==> src/rtl/ram_access_arbiter.sv <==
// Shares one registered-read RAM between a high-priority CPU port (A) and a low-priority
// display port (B), with a fill engine that writes a constant over a fixed address range.
module ram_access_arbiter #(
  parameter int                    ADDR_WIDTH   = 16,
  parameter int                    DATA_WIDTH   = 8,
  parameter int                    STARVE_LIMIT = 4,
  parameter logic [ADDR_WIDTH-1:0] FILL_BASE    = 16'h0200,
  parameter int                    FILL_COUNT   = 1024,
  parameter logic [DATA_WIDTH-1:0] FILL_VALUE   = 8'h00
) (
  input  logic                  clk,
  input  logic                  rst,
  input  logic                  init_start,
  output logic                  init_busy,
  input  logic                  a_req,
  input  logic                  a_we,
  input  logic [ADDR_WIDTH-1:0] a_addr,
  input  logic [DATA_WIDTH-1:0] a_wdata,
  output logic                  a_gnt,
  output logic                  a_rvalid,
  output logic [DATA_WIDTH-1:0] a_rdata,
  input  logic                  b_req,
  input  logic                  b_we,
  input  logic [ADDR_WIDTH-1:0] b_addr,
  input  logic [DATA_WIDTH-1:0] b_wdata,
  output logic                  b_gnt,
  output logic                  b_rvalid,
  output logic [DATA_WIDTH-1:0] b_rdata,
  output logic                  ram_we,
  output logic [ADDR_WIDTH-1:0] ram_waddr,
  output logic [ADDR_WIDTH-1:0] ram_raddr,
  output logic [DATA_WIDTH-1:0] ram_din,
  input  logic [DATA_WIDTH-1:0] ram_dout
);

  localparam int SW = $clog2(STARVE_LIMIT + 1);
  localparam logic [SW-1:0] STARVE_MAX = SW'(STARVE_LIMIT);
  localparam logic [ADDR_WIDTH-1:0] FILL_LAST = ADDR_WIDTH'(FILL_COUNT - 1);

  typedef enum logic {IDLE, FILL} state_t;

  state_t                state;
  logic [ADDR_WIDTH-1:0] fill_ptr;
  logic [ADDR_WIDTH-1:0] fill_cnt;
  logic [SW-1:0]         starve_cnt;
  logic                  arb_open;
  logic                  starved;

  assign arb_open  = !rst && (state == IDLE);
  assign starved   = (starve_cnt == STARVE_MAX);
  assign a_gnt     = arb_open && a_req && !(b_req && starved);
  assign b_gnt     = arb_open && b_req && (!a_req || starved);
  assign init_busy = (state == FILL);
  assign a_rdata   = ram_dout;
  assign b_rdata   = ram_dout;

  // At most one source drives the RAM buses each cycle; unused addresses rest at zero.
  always_comb begin
    ram_we    = 1'b0;
    ram_waddr = '0;
    ram_raddr = '0;
    ram_din   = '0;
    if (!rst) begin
      if (state == FILL) begin
        ram_we    = 1'b1;
        ram_waddr = fill_ptr;
        ram_din   = FILL_VALUE;
      end else if (a_gnt) begin
        if (a_we) begin
          ram_we    = 1'b1;
          ram_waddr = a_addr;
          ram_din   = a_wdata;
        end else begin
          ram_raddr = a_addr;
        end
      end else if (b_gnt) begin
        if (b_we) begin
          ram_we    = 1'b1;
          ram_waddr = b_addr;
          ram_din   = b_wdata;
        end else begin
          ram_raddr = b_addr;
        end
      end
    end
  end

  // The starvation counter only moves while arbitrating, so a fill neither ages nor
  // forgives a waiting display request.
  always_ff @(posedge clk) begin
    if (rst) begin
      state      <= IDLE;
      fill_ptr   <= '0;
      fill_cnt   <= '0;
      starve_cnt <= '0;
      a_rvalid   <= 1'b0;
      b_rvalid   <= 1'b0;
    end else begin
      a_rvalid <= a_gnt && !a_we;
      b_rvalid <= b_gnt && !b_we;
      case (state)
        IDLE: begin
          if (b_gnt || !b_req)
            starve_cnt <= '0;
          else if (!starved)
            starve_cnt <= starve_cnt + 1'b1;
          if (init_start) begin
            state    <= FILL;
            fill_ptr <= FILL_BASE;
            fill_cnt <= '0;
          end
        end
        FILL: begin
          fill_ptr <= fill_ptr + 1'b1;
          fill_cnt <= fill_cnt + 1'b1;
          if (fill_cnt == FILL_LAST)
            state <= IDLE;
        end
        default: state <= IDLE;
      endcase
    end
  end

endmodule
==> config.mk <==
export PLATFORM = sky130hd
export DESIGN_NAME = ram_access_arbiter
export DESIGN_NICKNAME = d
export VERILOG_FILES = /design/src/rtl/ram_access_arbiter.sv
export SDC_FILE = /design/constraint.sdc
export NUM_CORES = 1
export LEC_CHECK = 0
export BUFFER_PORTS_ARGS = -buffer_cell sky130_fd_sc_hd__buf_2
export CAP_MARGIN = 10
export CORE_ASPECT_RATIO = 1.25
export CORE_UTILIZATION = 33
export DETAILED_ROUTE_END_ITERATION = 6
export GPL_ROUTABILITY_DRIVEN = 0
export GPL_TIMING_DRIVEN = 1
export PLACE_DENSITY = 0.67
export SYNTH_ARGS = -nofsm -noshare
export SYNTH_HDL_FRONTEND = slang
export SYNTH_SLANG_ARGS = --single-unit
==> constraint.sdc <==
create_clock -name clk -period 2 [get_ports clk]
set_input_delay 0.4 -clock clk [delete_from_list [all_inputs] [get_ports clk]]
set_output_delay 0.4 -clock clk [all_outputs]
set_load 0.005 [all_outputs]
# Word-level counts from Yosys, hierarchy flattened
# Index checks and enable logic that the tools add are counted.
[totals]
register_bits = 38
out_inout_bits = 62
wordCells = 64
[classes]
n_addsub = 3
eq_ne = 4
n_mux = 33
bitwise = 1
reduce_logical = 17
[ops]
columns = ["op", "n"]
rows = [
  ["$mux W16", 14],
  ["$pmux W16 S2", 2],
  ["$mux W8", 6],
  ["$add A16 B1 Y16 const B", 2],
  ["$eq A16 B10 Y1 const B", 1],
  ["$logic_and A1 B1 Y1", 8],
  ["$mux W1", 8],
  ["$logic_not A1 Y1", 6],
  ["$mux W3", 2],
  ["$add A3 B1 Y3 const B", 1],
  ["$eq A3 B3 Y1 const B", 1],
  ["$logic_or A1 B1 Y1", 2],
  ["$ne A2 B1 Y1 const B", 1],
  ["$ne A2 B2 Y1 const B", 1],
  ["$pmux W1 S2", 1],
  ["$reduce_and A2 Y1", 1],
  ["$not A1 Y1", 1],
]

# Logic depth before layout (Yosys ltp)
# Gate-level depths: netlist of the first run.
[logic_depth]
word_depth = 8
mapped_depth = 8
ltp_nobuf = 6

# Worst setup path before layout of the first run
# OpenSTA, ideal clock, no wires.
[synth_timing]
path_type = "flip-flop to output port"
start = "register starve_cnt[0]"
end = "output ram_waddr[10]"
arrival_time_ns = 1.530
slack_ns = 0.070
path_stages_with_launch = 9
n_path_buf = 2
path_cell_list = "dfxtp_1 inv_1 ha_1 nand2_1 a211oi_4 and2_4 buf_8 buf_12 a221o_1"
[synth_between]
elab_chain_cells = 7
word_cells_on_any_way = 10
cone_classes = "eq/ne (1); mux (4); reduce/logical (5)"
[synth_lines]
columns = ["item", "line", "text"]
rows = [
  ["from (decl)", "45", "logic [SW-1:0] starve_cnt;"],
  ["from (signal assigned)", "106", "starve_cnt <= starve_cnt + 1'b1;"],
  ["$eq A3 B3 Y1", "50", "assign starved = (starve_cnt == STARVE_MAX);"],
  ["$logic_or A1 B1 Y1", "52", "assign b_gnt = arb_open && b_req && (!a_req || starved);"],
  ["$logic_and A1 B1 Y1", "52", ""],
  ["via b_gnt", "26", "output logic b_gnt,"],
  ["$mux W16", "76", "end else if (b_gnt) begin"],
  ["$mux W16", "68", "end else if (a_gnt) begin"],
  ["$mux W16", "64", "if (state == FILL) begin"],
  ["$mux W16", "63", "if (!rst) begin"],
  ["to (decl)", "30", "output logic [ADDR_WIDTH-1:0] ram_waddr,"],
]
# The timed path passes the listed nets, and every way through them passes these cells.

# Worst setup path after layout of the first run
[layout_timing]
start = "register starve_cnt[0]"
end = "output ram_waddr[6]"
[layout_between]
elab_chain_cells = 7
word_cells_on_any_way = 10
cone_classes = "eq/ne (1); mux (4); reduce/logical (5)"
[layout_lines]
columns = ["item", "line"]
rows = [
  ["$eq A3 B3 Y1 (*)", "50"],
  ["$logic_or A1 B1 Y1 or $logic_and A1 B1 Y1 (tied branches)", "52, 51"],
  ["$logic_and A1 B1 Y1 or $logic_not A1 Y1 (tied branches)", "52, 51"],
  ["$mux W16 or $logic_and A1 B1 Y1 (tied branches)", "76, 51"],
  ["$mux W16 (*)", "68"],
  ["$mux W16 (*)", "64"],
  ["$mux W16 (*)", "63"],
]
# Every way passes the cells marked *; elsewhere a longest branch is shown, timed or not.

==> metrics.cfg, run 1 <==
[pwr]
vdd_drop_max_v = 0.000236
switching_share_pct = 27.2
p_leak_nw = 1.55
p_sw_w = 0.000444
power.share.clock_pct = 34.2
power_frac_comb_pct = 18.2
p_int_w = 0.00119
cellPowerDensity_mw_per_mm2 = 494
finalPower_w = 0.00164
sequentialPowerShare_pct = 47.6

[worst_setup_path]
critPathMaxStageDelay_ns = 0.33
rr_endpoint = fill_ptr[12]$_SDFFE_PP0P_
cp-start-kind = flop
cp_data_required_time_ns = 1.60
crit_start = starve_cnt[0]$_SDFFE_PP0P_
path_buf_inv = 3
slowest_stage = dfxtp_2
timing.rr.start = init_busy$_SDFF_PP0_
critPathTopFamily = compound AO/OA/AOI/OAI gates
worstSetupPathType = reg -> out
critPathArrivalTime_ns = 1.80
ff2ff_path_depth = 5
cp_max_fo = 7
end_kind = primary output
timing.reg2reg.setup_slack_ns = 0.30
crit_chain = inv_2 > ha_4 > nand2_4 > a211oi_4 > buf_4 > and2_4 > a221o_1 > buf_2

[clocking]
cts_root_buf = clkbuf_8
hold_buffers = 0
path_clk_slew_ns = 0.07
cts_htree_levels = 2
cts_buffers = 5
clock_path_buffers = 2
cts_tree = done
cts.sinks = 38
clock_latency_ns = 0.30

[hold_path]
hold_class = in -> reg
holdCritStartpoint = a_req
worstHoldEndpoint = starve_cnt[2]$_SDFFE_PP0P_
min_path_cells = 3

[job]
drv_cap = 0

[synthesis]
ys_ff_latch = 38
synth_top_area_cell = dfxtp_1
yosysTopAreaCellShare_pct = 29.2
synth_edf_count = 0
async_flop_share_pct = 0
synth_area_leaders = dfxtp_1 (29%), a22o_1 (8.1%), a221o_1 (5.4%)
netlist_area_mm2 = 0.00261
ys_seq_area_share_pct = 29.2
yosys.cell_types.count = 56
synth-main-ff-cell = dfxtp_1
synth_cells = 306
ys_warn_count = 0
postSynthAreaPerCell_um2 = 8.52
synthesis.nets = 373

[floorplanning]
die_area_mm2 = 0.00826
initial_utilization_pct = 34.6
die_w_um = 81.5
fp-row-count = 35
ios = 125
core_mm2 = 0.00753
die_y_um = 101

[final_layout]
final_cell_area_mm2 = 0.00331
drive_above_1_share_pct = 39.8
nets = 468
layout_commonest_cell = buf_2
synthToLayoutAreaGrowth_pct = 26.8
final_cell_mix = buf_2 (100), dfxtp_1 (36), nor2_1 (25)
num_antenna_cells = 0
final_cells = 494

[timing]
setup-violations-final = 42
period_needed_ns = 2.20
slew-limit-headroom_pct = 70.5
max_freq_mhz = 455
timing.final.crit_share_pct = 110
slew_viol_final = 0
whs_ns = 0.442
finalHoldViolCount = 0
fin_ws_ns = -0.198
finClkSkew_ns = 0.00955
fin_setup_tns_ns = -6.69
rsz0062_at_grt = yes
tightest_slew_ns = 0.442

[routing]
drt-initial-drc-count = 116
route.vias.total = 2708
totalWireLength_um = 7720
antenna_left = 0
routedWlPerCell_um = 15.6
drc = 0
dr.pass1.iters = 4
viasPerCell = 5.48

[global_routing]
grt_util_all_layers_pct = 18.3
grt_start_max_net_pins = 44
grt_pass1_wl_um = 11500
overflow = 0
grt_pass1_vias = 2498
antenna_found_initial = 0

[placement]
port_buffers = 100
dp_cells = 474
place_area_mm2 = 0.00307
hpwlAfterDp_um = 5220

[status]
violations = setup timing
status = finished with violations

[synth_stat cells (3+ instances only)]
| master | instances |
|---|---|
| o31ai_1 | 4 |
| a221o_1 | 14 |
| nand3_1 | 14 |
| or4_1 | 5 |
| or3_1 | 3 |
| mux2i_1 | 5 |
| o21ai_0 | 4 |
| buf_8 | 3 |
| o311ai_0 | 3 |
| or2_2 | 6 |
| a21oi_1 | 15 |
| nand2_1 | 21 |
| nand4_1 | 9 |
| buf_4 | 16 |
| a22o_1 | 24 |
| and3_1 | 19 |
| xor2_1 | 4 |
| nor2b_1 | 4 |
| nor3b_1 | 3 |
| dfxtp_1 | 38 |
| and2_1 | 4 |
| nor2_1 | 25 |
| buf_2 | 6 |
| inv_1 | 5 |
| and4_1 | 3 |
| buf_6 | 3 |
| ha_1 | 4 |
| clkbuf_1 | 8 |
[power by group through the flow]
stage               clock network (W)  logic [W]  registers [W]
finish                       0.000560   0.000298       0.000778
global route                 0.000602   0.000324       0.000779
CTS                          0.000573   0.000293       0.000777
detailed placement                  0   0.000265       0.000795
global placement                    0   0.000262       0.000795
floorplan                           0   0.000163       0.000792
[how the worst max path moves through the flow]
| stage | to | cells after the start |
|---|---|---|
| CTS | ram_raddr[0] | 9 |
| finish | ram_waddr[6] | 8 |
| floorplan | ram_waddr[10] | 8 |
| global route | ram_waddr[14] | 8 |
| detailed placement | ram_waddr[6] | 7 |
| global placement | ram_waddr[6] | 7 |
[per-layer routing]
metal	vias to the layer above	GRT usage [%]	routed length, um
met1	1261	18.0	3040
met3	15	4.05	447
met4	0	8.24	185
met2	98	35.3	4050
li1	1334	-	-
met5	-	0	0
[repair_timing]
item | CTS | global route
resized for setup | 17 | 8
buffers inserted | 7 | 1
pin swaps | 20 | 5
endpoints found under the setup margin | 41 | 42
cloned | 5 | 1
[cell type report]
class                      count  area, um^2
inverter                       5        18.8
clock inverter                 2        12.5
clock buffer                   6        82.6
fill                         737        4230
multi-input combinational    228        1600
tap                           92         115
sequential                    38         763
timing repair buffer         123         717
[kinds of logic after synthesis]
group,count (synthesis),synth area share [%]
muxes,7,2.78
buffers and inverters,43,11.8
adders and majority gates,4,1.92
DFF,38,29.2
AOI/OAI and AO/OA,78,24.2
xor gates and xnor gates,5,1.68
and+or+nand+nor,131,28.5
[worst reg2reg max path: stages (launching register included)]
cell,delay [ns]
dfxtp_1,0.42
buf_12,0.23
nand3_1,0.22
or4_1,0.55
nand4_1,0.11
o31ai_1,0.07
[flip-flops by register name (all words and copies together) (netlist names)]
signal,cells
fill_cnt,16
fill_ptr,16
starve_cnt,3
a_rvalid,1
b_rvalid,1
init_busy,1
[metrics by stage]
stage | util, % | worst slack (ns)
after floorplan | - | 0.0697
after global placement | 40.7 | 0.0525
after detailed placement | 40.7 | -0.00545
after CTS | 44.1 | -0.232
after global routing | 43.9 | -0.259
final | 43.9 | -0.198
Note: power is estimated with default switching activity, not from simulation.
==> inputs of run 2 (changes only) <==
CORE_ASPECT_RATIO = 0.6   (was 1.25)
SETUP_SLACK_MARGIN = 0.1   (was default)
==> metrics.cfg, run 2 (same netlist as run 1, synthesis figures left out) <==
[timing]
rsz0062_at_grt = yes
finClkSkew_ns = 0.00418  ; -0.00537 ns
slew-limit-headroom_pct = 71.7  ; +1.2 points
timing.final.crit_share_pct = 108  ; -1.5 points
finalHoldViolCount = 0  ; unchanged
fin_setup_tns_ns = -4.87  ; +1.81 ns
tightest_slew_ns = 0.424  ; -0.0180 ns
period_needed_ns = 2.17  ; -0.0295 ns
setup-violations-final = 41  ; -2.4%
max_freq_mhz = 461  ; +1.4%
whs_ns = 0.466  ; +0.0240 ns
slew_viol_final = 0  ; unchanged
fin_ws_ns = -0.169  ; +0.0295 ns

[global_routing]
grt_start_max_net_pins = 41  ; -6.8%
overflow = 0  ; unchanged
grt_pass1_wl_um = 11500  ; -0.55%
antenna_found_initial = 0  ; unchanged
grt_pass1_vias = 2411  ; -3.5%
grt_util_all_layers_pct = 17.8  ; -0.48 points

[pwr]
switching_share_pct = 24.8  ; -2.4 points
cellPowerDensity_mw_per_mm2 = 539  ; +9.1%
vdd_drop_max_v = 0.000275  ; +16%
sequentialPowerShare_pct = 42.6  ; -5.0 points
power_frac_comb_pct = 16.1  ; -2.1 points
p_leak_nw = 1.57  ; +1.2%
power.share.clock_pct = 41.3  ; +7.1 points
p_sw_w = 0.000453  ; +2.0%
p_int_w = 0.00137  ; +15%
finalPower_w = 0.00183  ; +12%

[hold_path]
holdCritStartpoint = a_we
hold_class = in -> reg
min_path_cells = 3  ; unchanged
worstHoldEndpoint = a_rvalid$_SDFF_PP0_

[worst_setup_path]
end_kind = primary output
slowest_stage = dfxtp_2
crit_chain = inv_2 > ha_4 > nand2_4 > a211oi_4 > and2b_2 > buf_6 > buf_12 > a22o_1 > buf_2
critPathMaxStageDelay_ns = 0.32  ; about the same
cp_max_fo = 9  ; +2
rr_endpoint = fill_ptr[12]$_SDFFE_PP0P_
cp-start-kind = flop
timing.rr.start = fill_ptr[0]$_SDFFE_PP0P_
cp_data_required_time_ns = 1.60  ; about the same
timing.reg2reg.setup_slack_ns = 0.34  ; +0.04 ns
ff2ff_path_depth = 5  ; unchanged
critPathArrivalTime_ns = 1.77  ; -0.03 ns
worstSetupPathType = reg -> out

[status]
status = finished with violations
violations = setup timing

[clocking]
clock_latency_ns = 0.29  ; about the same
clock_path_buffers = 2  ; unchanged
cts_root_buf = clkbuf_16
cts_buffers = 5  ; unchanged
path_clk_slew_ns = 0.06  ; about the same
cts_tree = done
cts_htree_levels = 2  ; unchanged
cts.sinks = 38  ; unchanged
hold_buffers = 0  ; unchanged

[placement]
hpwlAfterDp_um = 5170  ; -1.1%
place_area_mm2 = 0.00311  ; +1.5%
port_buffers = 100  ; unchanged

[routing]
totalWireLength_um = 7210  ; -6.7%
drt-initial-drc-count = 186  ; +60%
dr.pass1.iters = 4  ; unchanged
routedWlPerCell_um = 14.3  ; -8.3%
viasPerCell = 5.34  ; -2.6%
drc = 0  ; unchanged
antenna_left = 0  ; unchanged
route.vias.total = 2685  ; -0.85%

[floorplanning]
die_w_um = 117  ; +43%
fp-row-count = 24  ; -31%
die_y_um = 70.9  ; -30%
initial_utilization_pct = 35.0  ; +0.40 points
ios = 125  ; unchanged
core_mm2 = 0.00745  ; -1.1%
die_area_mm2 = 0.00827  ; +0.11%

[final_layout]
nets = 466  ; -0.43%
layout_commonest_cell = buf_2
top_regs = fill_cnt (16), fill_ptr (16), starve_cnt (3)
final_cell_mix = buf_2 (99), dfxtp_1 (36), nor2_1 (25)
final_cell_area_mm2 = 0.00339  ; +2.5%
synthToLayoutAreaGrowth_pct = 29.9
drive_above_1_share_pct = 38.6  ; -1.2 points
final_util_pct = 45.5  ; +1.6 points
num_antenna_cells = 0  ; unchanged
fillCellCount = 751  ; +1.9%

[job]
drv_cap = 0  ; unchanged

[run 2: cell count changes in the layout (fill, tap and decap cells not counted), sizes merged]
cell / previous run / this run
clkbuf: 6 / 7
clkinvlp: 1 / 0
clkinv: 1 / 0
buf: 123 / 121
[run 2: worst max-delay path by stage]
stage / startpoint / endpoint / slack (ns)
6_report: starve_cnt[1]$_SDFFE_PP0P_ / ram_raddr[6] / -0.17
3_5_place_dp: starve_cnt[0]$_SDFFE_PP0P_ / ram_waddr[1] / 0.002
2_1_floorplan: starve_cnt[0]$_SDFFE_PP0P_ / ram_waddr[10] / 0.13
5_1_grt: starve_cnt[1]$_SDFFE_PP0P_ / ram_raddr[14] / -0.25
3_3_place_gp: starve_cnt[0]$_SDFFE_PP0P_ / ram_waddr[0] / 0.1
4_1_cts: starve_cnt[1]$_SDFFE_PP0P_ / ram_raddr[2] / -0.19
[run 2: layout make-up]
cell class | instances | area (um^2) | share of cell area [%]
timing repair buffer | 121 | 753 | 22.2
multi-input combinational | 228 | 1590 | 46.9
clock buffer | 7 | 133 | 3.91
inverter | 5 | 18.8 | 0.554
sequential | 38 | 763 | 22.5
tap | 104 | 130 | 3.84
[run 2: timing repair]
action,CTS,global route
setup buffers,6,2
setup endpoints to repair,42,42
cloned,4,0
pin swaps,27,7
gates resized for setup,15,4
hold endpoints to repair,0,0
[run 2: metrics by stage]
stage | setup WS (ns) | cells
floorplan | 0.125 | 306
global placement | 0.0958 | 486
detailed placement | 0.00172 | 486
CTS | -0.190 | 502
global route | -0.252 | 503
finish | -0.169 | 503
[run 2: power by group through the flow]
stage	Clock, W	Combinational (W)	Sequential [W]
after floorplan	0	0.000164	0.000792
after CTS	0.000782	0.000290	0.000779
after global placement	0	0.000263	0.000795
after detailed placement	0	0.000268	0.000795
after global routing	0.000807	0.000323	0.000780
final	0.000754	0.000293	0.000779
[run 2: layer usage]
layer	share of wire [%]	wire [um]	vias to the layer above	global-route usage (%)
met5	0	0	-	0
met4	0.74	53	0	3.80
met3	6.8	492	6	4.28
met2	42	3010	97	27.2
met1	51	3650	1251	25.3
li1	-	-	1331	-
[run 2: critical path, delay by kind of cell (launching register included)]
kind | cells | cell delay [ns]
AO/OA/AOI/OAI | 2 | 0.36
AND/OR/NAND/NOR | 2 | 0.25
adder cells (fa/ha/maj) | 1 | 0.15
flip-flops | 1 | 0.32
buffers and inverters | 4 | 0.38
==> inputs of run 3 (changes only) <==
CORE_ASPECT_RATIO = default   (was 0.6)
==> metrics.cfg, run 3 (same netlist as run 1, synthesis figures left out) <==
[final_layout]
layout_commonest_cell = buf_2
seq_area_um2 = 763  ; unchanged
final_util_pct = 44.6  ; -0.88 points
multi_input_area_mm2 = 0.00161  ; +1.2%
num_antenna_cells = 0  ; unchanged
fillCellCount = 763  ; +1.6%
drive_above_1_share_pct = 41.1  ; +2.5 points
top_regs = fill_cnt (16), fill_ptr (16), starve_cnt (3)
synthToLayoutAreaGrowth_pct = 31.5
final_cell_mix = buf_2 (99), dfxtp_1 (36), nor2_1 (25)
nets = 472  ; +1.3%

[routing]
viasPerCell = 5.50  ; +3.1%
totalWireLength_um = 7870  ; +9.2%
dr.pass1.iters = 4  ; unchanged
drc = 0  ; unchanged
antenna_left = 0  ; unchanged
drt-initial-drc-count = 100  ; -46%
route.vias.total = 2796  ; +4.1%
routedWlPerCell_um = 15.5  ; +8.2%

[global_routing]
grt_util_all_layers_pct = 18.5  ; +0.75 points
antenna_found_initial = 0  ; unchanged
met2_usage_pct = 32.9  ; +5.7 points
grt_start_max_net_pins = 45  ; +9.8%
grt_use_met1_pct = 20.3  ; -5.0 points
grt_most_used_layer = met2
grt_pass1_wl_um = 12300  ; +7.6%
grt_pass1_vias = 2623  ; +8.8%
gr-usage-met3_pct = 4.63  ; +0.35 points
overflow = 0  ; unchanged

[timing]
slew_viol_final = 0  ; unchanged
period_needed_ns = 2.24  ; +0.0753 ns
timing.final.crit_share_pct = 112  ; +3.8 points
max_freq_mhz = 446  ; -3.4%
setup-violations-final = 41  ; unchanged
slew-limit-headroom_pct = 73.8  ; +2.1 points
rsz0062_at_grt = yes
fin_setup_tns_ns = -8.02  ; -3.15 ns
fin_ws_ns = -0.244  ; -0.0753 ns
finClkSkew_ns = 0.00991  ; +0.00572 ns
finalHoldViolCount = 0  ; unchanged
tightest_slew_ns = 0.392  ; -0.0318 ns

[worst_setup_path]
crit_chain = inv_2 > ha_4 > buf_6 > nand2_4 > a211oi_4 > buf_6 > and2_4 > a221o_1 > buf_2
timing.reg2reg.setup_slack_ns = 0.31  ; -0.03 ns
rr_endpoint = fill_ptr[12]$_SDFFE_PP0P_
critPathArrivalTime_ns = 1.84  ; +0.07 ns
cp_data_required_time_ns = 1.60  ; about the same
critPathMaxStageDelay_ns = 0.35  ; +0.03 ns
slowest_stage = a221o_1
worstSetupPathType = reg -> out
end_kind = primary output
crit_top_cell = buf_6
timing.rr.start = init_busy$_SDFF_PP0_
cp_max_fo = 7  ; -2
cp-start-kind = flop
ff2ff_path_depth = 6  ; +1

[floorplanning]
die_area_mm2 = 0.00826  ; -0.14%
core_mm2 = 0.00769  ; +3.2%
fp-row-count = 32  ; +33%
die_y_um = 90.9  ; +28%
initial_utilization_pct = 33.9  ; -1.1 points
ios = 125  ; unchanged
die_w_um = 90.9  ; -22%

[clocking]
path_clk_slew_ns = 0.08  ; +0.02 ns
cts_tree = done
clock_path_buffers = 2  ; unchanged
clock_latency_ns = 0.29  ; about the same
cts_buffers = 5  ; unchanged
cts_root_buf = clkbuf_8
cts.sinks = 38  ; unchanged
cts_htree_levels = 2  ; unchanged

[status]
status = finished with violations
violations = setup timing

[pwr]
vdd_drop_max_v = 0.000207  ; -25%
p_leak_nw = 1.58  ; +0.75%
finalPower_w = 0.00165  ; -9.9%
cellPowerDensity_mw_per_mm2 = 480  ; -11%

[hold_path]
worstHoldEndpoint = a_rvalid$_SDFF_PP0_
hold_class = in -> reg
holdCritStartpoint = a_we
min_path_cells = 3  ; unchanged

[placement]
dp_slack_ns = -0.508  ; -0.509 ns
hpwlAfterDp_um = 5440  ; +5.3%
port_buffers = 100  ; unchanged

[job]
drv_cap = 0  ; unchanged

-- run 3: cell types whose count changed in the layout (fill, tap and decap cells not counted), moves of 2 or more --
cell,before,now
buf_4,11,17
clkbuf_1,2,0
clkbuf_16,5,1
clkbuf_8,0,6
clkinvlp_4,0,2
nand3_1,14,12
nand3_2,0,2
-- run 3: worst max-delay path by stage --
stage	to	startpoint	depth (start not counted)	slack, ns
after floorplan	ram_waddr[10]	starve_cnt[0]$_SDFFE_PP0P_	8	0.13
after global placement	ram_raddr[7]	rst	6	-0.40
after detailed placement	ram_raddr[1]	rst	6	-0.51
after CTS	ram_waddr[15]	starve_cnt[0]$_SDFFE_PP0P_	9	-0.25
after global routing	ram_raddr[14]	starve_cnt[0]$_SDFFE_PP0P_	9	-0.32
final	ram_waddr[14]	starve_cnt[0]$_SDFFE_PP0P_	9	-0.24
-- run 3: area by class of cell --
| class | instances | share of cell area (%) |
|---|---|---|
| Multi-Input combinational cell | 228 | 46.9 |
| Timing Repair Buffer | 127 | 23.7 |
| Sequential cell | 38 | 22.3 |
| Tap cell | 102 | 3.72 |
| Clock buffer | 6 | 2.41 |
| Inverter | 5 | 0.657 |
| Clock inverter | 2 | 0.365 |
-- run 3: metal layers --
metal	part of all wire, %	wire length, um	vias up
met4	1.9	148	0
met1	40	3180	1311
met5	0	0	-
li1	-	-	1349
met2	51	4040	117
met3	6.4	501	19
-- run 3: timing repair --
item | CTS | global route
hold buffers | 0 | 0
gates resized for setup | 17 | 11
pin swaps | 18 | 22
gates cloned | 3 | 2
setup buffers | 3 | 4
endpoints found under the setup margin | 46 | 47
-- run 3: power breakdown --
group          total, W  internal [W]  switching [W]
sequential     0.000776      0.000767     0.00000885
combinational  0.000315      0.000159       0.000156
clock          0.000557      0.000277       0.000280
total           0.00165       0.00120       0.000444
-- run 3: metrics by stage --
stage               instance area (um^2)  hold WS (ns)  cells
floorplan                           2610         0.442    306
global placement                    3120         0.453    489
detailed placement                  3120         0.469    489
CTS                                 3330         0.364    503
global route                        3430         0.457    508
finish                              3430         0.462    508
-- run 3: worst max-delay path, delay by kind of cell, from the launching register on --
kind | cells | cell delay, ns
AO/OA/AOI/OAI | 2 | 0.40
adder cells (fa/ha/maj) | 1 | 0.15
AND/OR/NAND/NOR | 2 | 0.21
buffers and inverters | 4 | 0.44
flip-flops | 1 | 0.34
